===== config.mk =====
export PLATFORM = sky130hd
export DESIGN_NAME = mux_4x1_rr_arb
export DESIGN_NICKNAME = d
export VERILOG_FILES = /design/src/rtl/mux_pkg.sv /design/src/rtl/rr_pick4.sv /design/src/rtl/mux_4x1_rr_arb.sv
export SDC_FILE = /design/constraint.sdc
export NUM_CORES = 1
export LEC_CHECK = 0
export BUFFER_PORTS_ARGS = -buffer_cell sky130_fd_sc_hd__buf_4
export CAP_MARGIN = 20
export CELL_PAD_IN_SITES_DETAIL_PLACEMENT = 0
export CELL_PAD_IN_SITES_GLOBAL_PLACEMENT = 1
export CORE_ASPECT_RATIO = 0.9
export CORE_MARGIN = 5
export CORE_UTILIZATION = 31
export CTS_CLUSTER_DIAMETER = 150
export CTS_CLUSTER_SIZE = 30
export DETAILED_ROUTE_END_ITERATION = 8
export PLACE_DENSITY = 0.8
export SLEW_MARGIN = 20
export SYNTH_ARGS = -nofsm -noshare
export SYNTH_HDL_FRONTEND = slang
export SYNTH_HIERARCHICAL = 1
export SYNTH_SLANG_ARGS = --single-unit
export TNS_END_PERCENT = 10

===== constraint.sdc =====
create_clock -name clk -period 2 [get_ports clk]
set_input_delay 0.2 -clock clk [delete_from_list [all_inputs] [get_ports clk]]
set_output_delay 0.2 -clock clk [all_outputs]
set_load 0.01 [all_outputs]

===== src/rtl/mux_pkg.sv =====
// Shared types and helpers for the 4-source round-robin mux/arbiter.
package mux_pkg;

  localparam int SRC_N = 4;
  localparam int SRC_W = 2;

  typedef enum logic {
    ARB  = 1'b0,
    LOCK = 1'b1
  } state_t;

  // Returns {found, idx}: first set valid bit at or above ptr, wrapping 3->0.
  function automatic logic [SRC_W:0] rr_pick(input logic [SRC_N-1:0] valid,
                                             input logic [SRC_W-1:0] ptr);
    logic             found;
    logic [SRC_W-1:0] idx;
    logic [SRC_W-1:0] cand;
    found = 1'b0;
    idx   = ptr;
    for (int k = 0; k < SRC_N; k++) begin
      cand = ptr + SRC_W'(k);
      if (!found && valid[cand]) begin
        found = 1'b1;
        idx   = cand;
      end
    end
    return {found, idx};
  endfunction

endpackage


===== src/rtl/rr_pick4.sv =====
// Combinational 4-way rotate/priority encoder for round-robin arbiters.
module rr_pick4
  import mux_pkg::*;
(
  input  logic [SRC_N-1:0] valid,
  input  logic [SRC_W-1:0] ptr,
  output logic             found,
  output logic [SRC_W-1:0] idx
);

  assign {found, idx} = rr_pick(valid, ptr);

endmodule


===== src/rtl/mux_4x1_rr_arb.sv =====
// 4:1 valid/ready mux with round-robin arbitration, optional packet locking,
// and a registered output stage tagged with the source index.
module mux_4x1_rr_arb
  import mux_pkg::*;
#(
  parameter int DATA_W   = 8,
  parameter int PKT_MODE = 1
) (
  input  logic                    clk,
  input  logic                    rst_n,
  input  logic [SRC_N-1:0]        in_valid,
  input  logic [SRC_N*DATA_W-1:0] in_data,
  input  logic [SRC_N-1:0]        in_last,
  output logic [SRC_N-1:0]        in_ready,
  output logic                    out_valid,
  output logic [DATA_W-1:0]       out_data,
  output logic                    out_last,
  output logic [SRC_W-1:0]        out_sel,
  input  logic                    out_ready
);

  state_t           state, state_nxt;
  logic [SRC_W-1:0] rr_ptr, ptr_nxt;
  logic [SRC_W-1:0] lock_src, lock_nxt;
  logic             pick_found;
  logic [SRC_W-1:0] pick_idx;
  logic             load_en;
  logic             load;
  logic [SRC_W-1:0] load_src;
  logic             load_last;
  logic [DATA_W-1:0] src_data [SRC_N];

  logic              vld_p1;
  logic [DATA_W-1:0] data_p1;
  logic              last_p1;
  logic [SRC_W-1:0]  sel_p1;

  for (genvar g = 0; g < SRC_N; g++) begin : g_split
    assign src_data[g] = in_data[g*DATA_W +: DATA_W];
  end

  rr_pick4 u_pick (
    .valid (in_valid),
    .ptr   (rr_ptr),
    .found (pick_found),
    .idx   (pick_idx)
  );

  assign load_en   = !vld_p1 || out_ready;
  assign load_last = (PKT_MODE != 0) ? in_last[load_src] : 1'b1;

  // Stage 0: grant selection; reset forces every in_ready low.
  always_comb begin
    in_ready  = '0;
    load      = 1'b0;
    load_src  = pick_idx;
    state_nxt = state;
    ptr_nxt   = rr_ptr;
    lock_nxt  = lock_src;
    case (state)
      ARB: begin
        if (pick_found && load_en) begin
          in_ready[pick_idx] = 1'b1;
          load               = 1'b1;
          ptr_nxt            = pick_idx + 2'd1;
          if (PKT_MODE != 0 && !in_last[pick_idx]) begin
            state_nxt = LOCK;
            lock_nxt  = pick_idx;
          end
        end
      end
      LOCK: begin
        load_src           = lock_src;
        in_ready[lock_src] = load_en;
        load               = load_en && in_valid[lock_src];
        if (load && in_last[lock_src]) state_nxt = ARB;
      end
      default: state_nxt = ARB;
    endcase
    if (!rst_n) begin
      in_ready = '0;
      load     = 1'b0;
    end
  end

  // Stage 1: output register plus arbiter control state.
  always_ff @(posedge clk or negedge rst_n) begin
    if (!rst_n) begin
      state    <= ARB;
      rr_ptr   <= '0;
      lock_src <= '0;
      vld_p1   <= 1'b0;
      data_p1  <= '0;
      last_p1  <= 1'b0;
      sel_p1   <= '0;
    end else begin
      state    <= state_nxt;
      rr_ptr   <= ptr_nxt;
      lock_src <= lock_nxt;
      if (load) begin
        vld_p1  <= 1'b1;
        data_p1 <= src_data[load_src];
        last_p1 <= load_last;
        sel_p1  <= load_src;
      end else if (out_ready) begin
        vld_p1 <= 1'b0;
      end
    end
  end

  assign out_valid = vld_p1;
  assign out_data  = data_p1;
  assign out_last  = last_p1;
  assign out_sel   = sel_p1;

endmodule


== Yosys cells after proc, flatten, opt, wreduce, memory -nomap -nowiden ==
Index checks and enable logic that the tools add are counted.
Word-level totals
  flip-flop bits (word level): 17
  input bits: 43
Cells by class
  $add $sub $neg: 4
  order comparisons: 10
  multiplexer cells: 43
  bitwise logic cells: 4
  reduce and logical (&&, ||, !) cells: 16
Operators by type and width (count)
  2-bit by 3-bit < comparator with 1-bit output (second input constant): 7
  1-bit 2-to-1 mux: 21
  1-bit binary-select mux with 2-bit select: 8
  8-bit binary-select mux with 2-bit select: 1
  8-bit 2-to-1 mux: 2
  1-bit logical AND: 8
  2-bit 2-to-1 mux: 4
  4-bit 2-to-1 mux: 2
  4-bit case mux with 2 select lines: 1
  2-bit by 1-bit adder with 2-bit output (second input constant): 2
  2-bit adder (second input constant): 2
  4-bit bitwise AND: 1
  1-bit demux with 2-bit select: 2
  2-bit by 1-bit greater-or-equal comparator with 1-bit output (second input constant): 2
  1-bit logical NOT: 4
  1-bit case mux with 2 select lines: 2
  3-bit greater-or-equal comparator (second input constant): 1
  2-bit NOT with 3-bit output: 1
  3-bit AND reduction: 1
  1-bit NOT: 2
  2-bit AND reduction: 1
  2-bit nonzero test: 1
  1-bit logical OR: 1

== Depth between registers and ports, before layout ==
  depth after elaboration: 19
  depth in mapped cells: 8

== By module ==
Netlist, hierarchy kept.
By module, submodules not included
  mux_4x1_rr_arb: times used 1, cells each 89, area each 1128.6 µm², sequential area each 425.4 µm²
  rr_pick4: times used 1, cells each 16, area each 96.3 µm², sequential area each 0.0 µm²

== Worst setup path before layout ==
No wires, ideal clock.
  path kind: reg2reg
  from: reg rr_ptr[0]
  to: reg data_p1[0], in the netlist out_data[0]
  setup time: 0.125 ns
  arrival: 2.106 ns
  slack: -0.230 ns
  stages on the path, launching flop included: 9
  path buffers: 1
  period minus slack after synthesis: 2.230 ns
  cell sequence: dfrtp_1 > nor2b_1 > a21o_1 > a221oi_2 > inv_2 > o21a_1 > buf_6 > mux4_2 > mux2_2
Between the ends
  word-level cells in the longest chain between the ends: 17
Ends and longest elaborated chain
  start, declared: RTL line mux_4x1_rr_arb.sv:23  | logic [SRC_W-1:0] rr_ptr, ptr_nxt;
  start signal, assigned: RTL line mux_4x1_rr_arb.sv:98  | rr_ptr <= ptr_nxt;
  branches (longest 11 deep; another with 2-bit by 1-bit adder with 2-bit output)
  2-bit 2-to-1 mux *: RTL line mux_pkg.sv:22  | if (!found && valid[cand]) begin
  net pick_idx[0]: RTL line mux_4x1_rr_arb.sv:26  | logic [SRC_W-1:0] pick_idx;
  2-bit 2-to-1 mux *: RTL line mux_4x1_rr_arb.sv:60  | case (state)
  2-bit NOT with 3-bit output (not written as such) *: RTL line mux_4x1_rr_arb.sv:102  | data_p1 <= src_data[load_src];
  8-bit binary-select mux with 2-bit select *: RTL line mux_4x1_rr_arb.sv:102
  8-bit 2-to-1 mux (not written as such) * (2 in series): RTL line mux_4x1_rr_arb.sv:102
  end signal, assigned: RTL line mux_4x1_rr_arb.sv:102
  end, declared: RTL line mux_4x1_rr_arb.sv:34  | logic [DATA_W-1:0] data_p1;
Mark *: on every way through the listed nets, which the timed path passes. The select of a mux whose other input is x is not followed.
A chain may end at the register's enable or synchronous reset.

== Worst setup path after layout ==
  from: reg rr_ptr[0]
  to: reg data_p1[1], in the netlist out_data[1]
The elaborated chain is that of the path after synthesis.

==> metrics <==
CTS tree=done; Pwr Total=2.82 mW; remaining antenna violation count=0; crit share post-route=1.06; Hold Crit Class=in -> reg; fin crit period=roughly 2.1 ns; CP startpoint kind=register; Pwr Density=1440 mW/mm2; first-pass GRT wire length=6220 um; Worst Path Buf+Inv=2; Clk pin slew, worst setup/hold paths=around 0.07 ns; Avg WL per Cell=16.0 um; DIE AREA=0.00531 mm2; final-stage net count=about 230; Clock Sinks=17; Worst Path Required=~2.1 ns; post-synth top area share=0.347; FF+latch area=between 400 and 500 um2; final instance area=just under 0.002 mm2; starting density of the core=0.326; Net Count, Synth=152; Hold Vio Cnt, Final=0; Netlist cell types=33; Post-Place Cell Area=between 0.0015 and 0.002 mm2; met3 Track Usage GR=0.0234; Buffers on Ports=58; share of layout cells above drive strength 1=0.634; All-Layer GR Usage=0.143; busiest layer in global routing=met2; fraction of power spent switching nets=0.371; status=finished with violations; slowest stage delay, CP=0.44 ns; core box area=0.00376 mm2; GR Layer Usage met2=0.250; crit-path max FO=10; row cnt=21; Syn-to-layout area delta=60.0%; Yosys top cell by area=dfrtp_1; synth top area cells=dfrtp_1 (35%), mux4_2 (18%), mux2_2 (11%); Setup violations, final=14; largest net degree at the start of global routing=22; DR vias/cell=between 4 and 5; via count=approximately 1100; CTS Buf Count=3; Die X=76.3 um; max_cap viols=0; crit path kind=reg -> reg; Cell Chain, Critical Path=nor2b_2, a21o_1, a221oi_4, inv_2, o21a_1, buf_12, mux4_2, mux2_4; Worst path top cell family by delay=multiplexers; I/O pin total=about 60; initial antenna violation count=0; Worst slew margin=0.581; internal power=around 1.8 mW; Combinational Power Share=0.673; Max H-tree Level=1; register area share after synthesis=0.347; violated checks=setup timing; vias in the first global route=1246; CP arrival=about 2.3 ns; cell count after synthesis=105; Tightest Pin Transition=roughly 0.63 ns; fin util=0.521; sw power=1.04 mW; Lkg Pwr=~0.9 nW; VDD IR max=about 0.00048 V; routed wire length=~3700 um; critical path capture point type=register; Sequential Power Share=0.236; DRT Pass-1 Iters=4; Syn Std Cell Area=0.00122 mm2; grt met1 use=0.184; Clock power frac=0.091; Vert. Die Dim=between 60 and 70 um; # fillers=between 300 and 400; Remaining DRCs=0; RD Place Congestion=between 0.8 and 0.9; max-slew violation count=0; YS warnings=6; Critical-path top delay cell=mux4_2; CTS max path bufs=2; RSZ-0062 raised after global routing=true; initial drt markers=57; worst skew pair latency=0.25 ns; ant diodes=0; Fmax=about 470 MHz; clk root buf=clkbuf_8; multi-input logic area=between 800 and 900 um2; Worst Skew=between 0.006 and 0.007 ns; final worst slack=-0.129 ns; hpwl dp=around 3000 um; number of synthesized register bits=17; syn avg cell area=11.7 um2; global route overflow=0
==> worst min-delay path: stages <==
cell,delay [ns]
buf_4,0.07
mux4_2,0.21
mux2_2,0.13
==> cells in the mapped netlist <==
cell type   n
mux2_2     12
nor2_1      5
and2_1      1
mux2i_2     1
buf_4       1
mux4_2     10
nor2b_1     7
nand2_1     8
and3_1      1
nand3b_1    1
nand2b_1    5
buf_2       1
o21ai_1     1
a211oi_1    1
ha_1        4
nand2_2     1
dfrtp_1    17
o21a_1      1
a21oi_1     3
inv_1       4
or3_1       1
nor3_1      2
or2_2       1
o21ai_0     2
a21o_1      1
mux2i_1     5
a221oi_2    1
o221ai_1    1
a32o_1      1
a22oi_1     2
buf_6       1
nand4b_1    1
inv_2       1
==> metrics by stage <==
step                      instances  worst slack [ns]  TNS (ns)  hold WS (ns)
final                           229            -0.129     -1.19         0.393
after global placement          223            -0.133     -1.03         0.204
after global routing            229            -0.252     -3.11         0.396
after CTS                       229            -0.146     -1.37         0.385
after detailed placement        223            -0.167     -1.36         0.205
after floorplan                 105            -0.134     -1.20       -0.0956
==> cell usage in the layout, fill, tap and decap left out, types with 2 or more instances in the layout <==
master     n
buf_4     74
dfrtp_1   16
mux4_2    10
mux2_2     9
nand2_1    7
nor2b_1    6
nand2b_1   5
mux2i_1    5
nor2_1     4
inv_1      3
mux2_4     3
ha_1       3
clkbuf_8   3
inv_2      2
nor3_1     2
a21oi_2    2
nand2_2    2
o21ai_0    2
==> cell families after synthesis <==
| kind of cell | count (synthesis) | synth area share |
|---|---|---|
| compound gates | 14 | 0.0827 |
| flops | 17 | 0.347 |
| buf+inv | 8 | 0.0347 |
| simple gates | 34 | 0.148 |
| fa+ha+maj | 4 | 0.0409 |
| mux | 28 | 0.346 |
==> power groups by stage <==
stage | registers (mW) | logic [mW] | clock network [mW]
detailed placement | 0.671 | 1.79 | 0
CTS | 0.662 | 1.90 | 0.271
finish | 0.665 | 1.89 | 0.258
global placement | 0.662 | 1.77 | 0
global route | 0.695 | 2.07 | 0.288
floorplan | 0.706 | 1.06 | 0
==> final cells by class <==
type                       instances  share of cell area
multi-input combinational         80               0.416
tap                               46              0.0294
inverter                           5             0.00958
clock buffer                       4              0.0230
sequential                        17               0.218
timing repair buffer              77               0.305
==> worst paths after layout <==
check                      depth (start not counted)  slack [ns]         from          end
max in group asynchronous                          3        1.29        rst_n    rr_ptr[1]
min in group asynchronous                          3        0.48        rst_n    out_valid
max reg2reg                                        8       -0.13    rr_ptr[0]  out_data[1]
min                                                3        0.39   in_data[5]  out_data[5]
max                                                8       -0.13    rr_ptr[0]  out_data[1]
min reg2reg                                        1        0.51  out_data[0]  out_data[0]
==> sequential cells by signal (all words and copies together) (netlist names) <==
| register | count |
|---|---|
| out_last | 1 |
| out_data | 8 |
| lock_src | 2 |
| state | 1 |
| rr_ptr | 2 |
| out_valid | 1 |
| out_sel | 2 |
==> what timing repair did <==
action | 4_1_cts | 5_1_grt
endpoints found under the setup margin | 14 | 15
buffers inserted | 1 | 0
hold buffers | 1 | 0
gates resized for setup | 11 | 3
hold endpoints to repair | 17 | 0
pin swaps | 4 | 0
==> per-layer routing <==
| metal | share of wire | vias up |
|---|---|---|
| met5 | 0 | - |
| met4 | 0.0052 | 0 |
| met3 | 0.023 | 2 |
| met2 | 0.56 | 17 |
| met1 | 0.41 | 555 |
| li1 | - | 543 |
Power figures use the tool's default switching activity.
